**src/rtl/seg7_capture.sv**
```systemverilog
// seg7_capture: samples a two-digit multiplexed 7-segment bus, debounces
// each digit, decodes it to hex and hands the byte out on valid/ready.
module seg7_capture #(
  parameter int unsigned STABLE_CYCLES = 4,
  parameter bit          CHANGE_ONLY   = 1'b1
) (
  input  logic       clk,
  input  logic       reset_n,
  input  logic [6:0] seg,
  input  logic [1:0] dig_en,
  output logic [7:0] dout,
  output logic       dout_valid,
  input  logic       dout_ready,
  output logic       bad_pattern,
  output logic       overrun,
  input  logic       clr_err
);

  localparam logic [7:0] STABLE = 8'(STABLE_CYCLES);

  typedef enum logic {
    COLLECT,
    PENDING
  } state_e;

  function automatic logic [4:0] decode(input logic [6:0] p);
    logic [4:0] r;
    case (p)
      7'b0000001: r = 5'h10;
      7'b1001111: r = 5'h11;
      7'b0010010: r = 5'h12;
      7'b0000110: r = 5'h13;
      7'b1001100: r = 5'h14;
      7'b0100100: r = 5'h15;
      7'b0100000: r = 5'h16;
      7'b0001111: r = 5'h17;
      7'b0000000: r = 5'h18;
      7'b0000100: r = 5'h19;
      7'b0001000: r = 5'h1A;
      7'b1100000: r = 5'h1B;
      7'b0110001: r = 5'h1C;
      7'b1000010: r = 5'h1D;
      7'b0110000: r = 5'h1E;
      7'b0111000: r = 5'h1F;
      default:    r = 5'h00;
    endcase
    return r;
  endfunction

  state_e     state_q, state_d;
  logic [8:0] prev_q;
  logic [7:0] cnt_q, cnt_d;
  logic [1:0] have_q, have_d;
  logic [3:0] nib0_q, nib0_d;
  logic [3:0] nib1_q, nib1_d;
  logic [7:0] dout_q, dout_d;
  logic       dv_q, dv_d;
  logic       sent_q, sent_d;
  logic       bad_q, bad_d;
  logic       ovr_q, ovr_d;

  logic [8:0] smp;
  logic       sel_ok;
  logic       same;
  logic       acc;
  logic [4:0] dec;
  logic [7:0] pair;
  logic       load;
  logic       drop;
  logic [1:0] have_mid;
  logic       bad_set;
  logic       ovr_set;

  assign smp    = {dig_en, seg};
  assign sel_ok = (dig_en == 2'b01) || (dig_en == 2'b10);
  assign same   = (smp == prev_q);
  assign dec    = decode(seg);
  assign pair   = {nib1_q, nib0_q};

  // Accept once per run: when the counter reaches STABLE but not while parked there.
  always_comb begin
    cnt_d = '0;
    acc   = 1'b0;
    if (sel_ok) begin
      if (same) begin
        cnt_d = (cnt_q == STABLE) ? cnt_q : cnt_q + 8'd1;
      end else begin
        cnt_d = 8'd1;
      end
      acc = (cnt_d == STABLE) && !(same && cnt_q == STABLE);
    end
  end

  always_comb begin
    state_d  = state_q;
    nib0_d   = nib0_q;
    nib1_d   = nib1_q;
    dout_d   = dout_q;
    dv_d     = dv_q;
    sent_d   = sent_q;
    load     = 1'b0;
    drop     = 1'b0;
    bad_set  = 1'b0;
    ovr_set  = 1'b0;
    if (dout_ready) dv_d = 1'b0;
    if (state_q == PENDING) begin
      if (CHANGE_ONLY && sent_q && pair == dout_q) begin
        drop = 1'b1;
      end else if (!dv_q || dout_ready) begin
        load = 1'b1;
      end
    end
    if (load) begin
      dout_d = pair;
      dv_d   = 1'b1;
      sent_d = 1'b1;
    end
    have_mid = (load || drop) ? 2'b00 : have_q;
    have_d   = have_mid;
    if (acc) begin
      if (dec[4]) begin
        ovr_set = (have_mid == 2'b11);
        if (dig_en[1]) begin
          nib1_d    = dec[3:0];
          have_d[1] = 1'b1;
        end else begin
          nib0_d    = dec[3:0];
          have_d[0] = 1'b1;
        end
      end else begin
        bad_set = 1'b1;
        if (dig_en[1]) have_d[1] = 1'b0;
        else           have_d[0] = 1'b0;
      end
    end
    // A new error in the same cycle as clr_err takes priority.
    bad_d   = bad_set ? 1'b1 : (clr_err ? 1'b0 : bad_q);
    ovr_d   = ovr_set ? 1'b1 : (clr_err ? 1'b0 : ovr_q);
    state_d = (have_d == 2'b11) ? PENDING : COLLECT;
  end

  always_ff @(posedge clk or negedge reset_n) begin
    if (!reset_n) begin
      state_q <= COLLECT;
      prev_q  <= '0;
      cnt_q   <= '0;
      have_q  <= '0;
      nib0_q  <= '0;
      nib1_q  <= '0;
      dout_q  <= '0;
      dv_q    <= 1'b0;
      sent_q  <= 1'b0;
      bad_q   <= 1'b0;
      ovr_q   <= 1'b0;
    end else begin
      state_q <= state_d;
      prev_q  <= smp;
      cnt_q   <= cnt_d;
      have_q  <= have_d;
      nib0_q  <= nib0_d;
      nib1_q  <= nib1_d;
      dout_q  <= dout_d;
      dv_q    <= dv_d;
      sent_q  <= sent_d;
      bad_q   <= bad_d;
      ovr_q   <= ovr_d;
    end
  end

  assign dout        = dout_q;
  assign dout_valid  = dv_q;
  assign bad_pattern = bad_q;
  assign overrun     = ovr_q;

endmodule

```
**config.mk**
```make
export PLATFORM = sky130hd
export DESIGN_NAME = seg7_capture
export DESIGN_NICKNAME = d
export VERILOG_FILES = /design/src/rtl/seg7_capture.sv
export SDC_FILE = /design/constraint.sdc
export NUM_CORES = 1
export LEC_CHECK = 0
export BUFFER_PORTS_ARGS = -buffer_cell sky130_fd_sc_hd__buf_2
export CAP_MARGIN = 10
export CORE_ASPECT_RATIO = 0.7
export CORE_MARGIN = 3
export CORE_UTILIZATION = 53
export DETAILED_ROUTE_END_ITERATION = 6
export GPL_ROUTABILITY_DRIVEN = 0
export PLACE_DENSITY_LB_ADDON = 0.1
export SETUP_SLACK_MARGIN = 0.15
export SYNTH_ARGS = -nofsm -noshare
export SYNTH_HDL_FRONTEND = slang
export SYNTH_SLANG_ARGS = --single-unit
```
**constraint.sdc**
```tcl
create_clock -name clk -period 2.3 [get_ports clk]
set_input_delay 0.345 -clock clk [delete_from_list [all_inputs] [get_ports clk]]
set_output_delay 0.345 -clock clk [all_outputs]
set_load 0.005 [all_outputs]
```
==> impl_metrics.xml <==
<?xml version="1.0" encoding="UTF-8"?>
<metrics>
  <group name="timing">
    <metric name="setup_viol_count_final" unit="">0</metric>
    <metric name="tns" unit="ns">0</metric>
    <metric name="fmax" unit="MHz">446</metric>
    <metric name="final_hold_violating_endpoints" unit="">0</metric>
    <metric name="part_of_the_cycle_the_worst_path_needs" unit="%">97.4</metric>
    <metric name="worstMarginPinSlew" unit="ns">0.866</metric>
    <metric name="finalClockSkew" unit="ns">0.0106</metric>
    <metric name="rsz0062_at_grt" unit="">true</metric>
    <metric name="slew-limit-headroom" unit="%">42.3</metric>
    <metric name="slew_violations" unit="">0</metric>
    <metric name="final_period_minus_worst_setup_slack" unit="ns">2.24</metric>
  </group>
  <group name="logic_synthesis">
    <metric name="synth-seq-area-share" unit="%">42.8</metric>
    <metric name="synth_top_area_share" unit="%">42.8</metric>
    <metric name="syn_inst" unit="">232</metric>
    <metric name="synthesis.nets" unit="">247</metric>
    <metric name="synth_area" unit="sq mm">0.00234</metric>
    <metric name="ys_types" unit="">50</metric>
    <metric name="synth_edf_count" unit="">0</metric>
    <metric name="dominantRegCellSynth" unit="">dfrtp_1</metric>
    <metric name="yosys_warnings" unit="">0</metric>
    <metric name="cell_types_occupying_the_most_area_after_synthesis" unit="">dfrtp_1 43%, mux2_1 5.8%, xnor2_1 5.6%</metric>
    <metric name="synth_area_per_cell" unit="sq um">10.1</metric>
    <metric name="post-synth-top-area-cell" unit="">dfrtp_1</metric>
    <metric name="synth-async-reset-ratio" unit="%">100</metric>
    <metric name="synth-seq-cells" unit="">40</metric>
  </group>
  <group name="layout">
    <metric name="fin_nets" unit="">301</metric>
    <metric name="layout.cells.non_filler" unit="">339</metric>
    <metric name="final_layout_size_suffix_gt1_share" unit="%">33.8</metric>
    <metric name="final_cell_area" unit="sq mm">0.00296</metric>
    <metric name="layout_common_cells" unit="">38 x dfrtp_1, 35 x buf_4, 23 x buf_2</metric>
    <metric name="syn2layout_area_growth" unit="%">26.8</metric>
    <metric name="n_antenna_cell" unit="">0</metric>
    <metric name="fill_cells" unit="">314</metric>
    <metric name="layout_commonest_cell" unit="">dfrtp_1</metric>
  </group>
  <group name="floorplan">
    <metric name="die_y" unit="microns">61.6</metric>
    <metric name="floorplan.die.width" unit="microns">85.4</metric>
    <metric name="core_region_area" unit="sq mm">0.00409</metric>
    <metric name="starting_density_of_the_core" unit="%">57.2</metric>
    <metric name="boundaryPins" unit="">24</metric>
    <metric name="die_area" unit="sq mm">0.00526</metric>
    <metric name="num_rows" unit="">19</metric>
  </group>
  <group name="clocking">
    <metric name="clock_sinks" unit="">40</metric>
    <metric name="clock_tree.root_cell" unit="">clkbuf_8</metric>
    <metric name="cts-hold-fix-buffers" unit="">0</metric>
    <metric name="tritoncts_clock_tree" unit="">yes</metric>
    <metric name="worst_skew_pair.late_latency" unit="ns">0.29</metric>
    <metric name="clock_tree.buffer_depth" unit="">2</metric>
    <metric name="cts.clk_slew.worst_paths" unit="ns">0.08</metric>
    <metric name="tritoncts.num_buffers" unit="">5</metric>
    <metric name="cts_max_level" unit="">2</metric>
  </group>
  <group name="pwr">
    <metric name="total_leakage_power" unit="nW">1.33</metric>
    <metric name="sw_frac_of_total" unit="%">24.4</metric>
    <metric name="power.share.combinational" unit="%">11.3</metric>
    <metric name="share_seq_of_total_power" unit="%">48.7</metric>
    <metric name="power.internal" unit="mW">1.11</metric>
    <metric name="power.density" unit="mW/mm^2">497</metric>
    <metric name="vdd_drop_max" unit="uV">423</metric>
    <metric name="total_switching_power" unit="uW">359</metric>
    <metric name="clock_power_share" unit="%">40.0</metric>
  </group>
  <group name="placement">
    <metric name="detailed_place_hpwl" unit="mm">3.62</metric>
    <metric name="io_buffers" unit="">23</metric>
    <metric name="detailed_place.area" unit="sq mm">0.00273</metric>
    <metric name="cell_count_after_placement" unit="">323</metric>
  </group>
  <group name="drt">
    <metric name="top_layer" unit="">met4</metric>
    <metric name="detail_route.vias_per_cell" unit="">5.73</metric>
    <metric name="routedWlPerCell" unit="microns">15.2</metric>
    <metric name="drt_drc_violations_left" unit="">0</metric>
    <metric name="route.vias.total" unit="">1943</metric>
    <metric name="postRouteAntennaNets" unit="">0</metric>
    <metric name="met1Wirelength" unit="mm">2.43</metric>
    <metric name="drt_pass1_iterations" unit="">6</metric>
    <metric name="totalWireLength" unit="mm">5.14</metric>
    <metric name="amount_of_wire_on_met2_after_detailed_routing" unit="mm">2.35</metric>
    <metric name="wl_met3" unit="microns">318</metric>
    <metric name="drt_iter0_drc" unit="">154</metric>
  </group>
  <group name="setup_path">
    <metric name="worstPathMaxFanout" unit="">4</metric>
    <metric name="timing.setup.critical_path_class" unit="">flip-flop to flip-flop</metric>
    <metric name="worstReg2RegEnd" unit="">nib1_q[0]</metric>
    <metric name="worst_ep_arrival_time" unit="ns">2.42</metric>
    <metric name="rr_worst_depth" unit="">9</metric>
    <metric name="timing.rr.start" unit="">cnt_q[0]</metric>
    <metric name="worst-r2r-setup-slack" unit="ns">0.06</metric>
    <metric name="crit_required" unit="ns">2.48</metric>
    <metric name="end_kind" unit="">flip-flop</metric>
    <metric name="start_kind" unit="">flip-flop</metric>
  </group>
  <group name="global_route">
    <metric name="via_count_of_the_first_global_routing_pass" unit="">1830</metric>
    <metric name="antenna_found_initial" unit="">0</metric>
    <metric name="first_pass_grt_wire_length" unit="mm">8.53</metric>
    <metric name="grt_use_total" unit="%">21.0</metric>
    <metric name="grt-ovfl-total" unit="">0</metric>
    <metric name="grt_start_max_net_pins" unit="">41</metric>
  </group>
  <group name="flow_run">
    <metric name="max_cap_violations" unit="">0</metric>
  </group>
  <group name="run_status">
    <metric name="status" unit="">finished, final reports clean</metric>
  </group>
  <group name="min_path">
    <metric name="hold_path_class" unit="">input pin to asynchronous set/reset pin</metric>
  </group>
</metrics>
## worst max-delay path: stages (launching register included)
cell and delay [ns]:
dfrtp_1 0.39, inv_2 0.06, ha_2 0.17, nor3b_1 0.13, nand4b_1 0.11, nand4b_1 0.15, or3_4 0.43, nor4_4 0.21
buf_4 0.18, mux2_1 0.31
## worst max-delay path by stage
stage / start / to / slack, ns / depth (start not counted)
2_1_floorplan: cnt_q[0] / nib0_q[0] / 0.03 / 8
3_3_place_gp: cnt_q[0] / nib0_q[1] / 0.003 / 7
3_5_place_dp: cnt_q[0] / nib0_q[2] / -0.04 / 7
4_1_cts: cnt_q[0] / nib1_q[0] / 0.06 / 8
5_1_grt: cnt_q[1] / nib0_q[0] / -0.06 / 8
6_report: cnt_q[0] / nib1_q[0] / 0.06 / 9
## through the flow
step | power (mW) | utilization, % | hold slack (ns) | setup WS (ns)
final | 1.47 | 72.5 | 0.162 | 0.0593
after global routing | 1.53 | 72.5 | 0.206 | -0.0630
after CTS | 1.49 | 71.2 | 0.194 | 0.0640
after detailed placement | 0.897 | 66.9 | 0.461 | -0.0379
after global placement | 0.895 | 66.9 | 0.454 | 0.00320
after floorplan | 0.826 | - | 0.0494 | 0.0286
## cell families after synthesis
family / after synthesis / share of synthesized area, %
DFF: 40 / 42.8
adders and majority gates: 2 / 1.07
buffers and inverters: 22 / 4.87
muxes: 14 / 6.69
and+or+nand+nor: 86 / 21.0
AOI/OAI and AO/OA: 42 / 13.2
xor gates and xnor gates: 26 / 10.4
## layer usage
metal,global-route usage [%],vias up
met2,32.6,71
met3,4.14,6
li1,-,939
met1,30.6,927
met4,5.19,0
met5,0,-
## final cells by class
cell class	instances	area (sq um)	share of cell area (%)
Tap cell	52	65.1	2.20
Clock buffer	5	68.8	2.32
Multi-Input combinational cell	170	1310	44.3
Inverter	8	30.0	1.01
Timing Repair Buffer	61	438	14.8
Sequential cell	40	1000	33.9
Clock inverter	3	46.3	1.56
## what timing repair did
action	4_1_cts	5_1_grt
setup endpoints to repair	11	18
resized for setup	5	5
endpoints found under the hold margin	0	0
setup buffers	5	3
pin swaps	13	3
## cells in the mapped netlist (3+ instances only)
master / count
xor2_1: 9
nor3b_1: 4
clkbuf_1: 8
nand2_1: 13
nor3_1: 6
xnor2_1: 15
o2bb2ai_1: 3
o22ai_1: 3
o21ai_0: 3
nand2b_1: 12
nand3_1: 6
o21ai_1: 3
dfrtp_1: 40
nor2b_1: 7
a32oi_1: 4
a2bb2oi_1: 3
buf_6: 4
a31oi_1: 4
inv_1: 8
mux2_1: 12
nand4_1: 4
a21oi_1: 5
nor2_1: 18
## state kept, by name, indices dropped and copies added (netlist names)
signal and flops:
have_q 2, state_q 1, nib1_q 4, overrun 1
dout_valid 1, nib0_q 4, prev_q 9, cnt_q 8
dout 8, bad_pattern 1, sent_q 1
## power groups by stage
stage	sequential [mW]	combinational, mW	clock [mW]
2_1_floorplan	0.732	0.0945	0
4_1_cts	0.718	0.166	0.601
5_1_grt	0.719	0.182	0.631
3_3_place_gp	0.731	0.164	0
3_5_place_dp	0.732	0.165	0
6_report	0.718	0.166	0.589
Power figures use the tool's default switching activity.
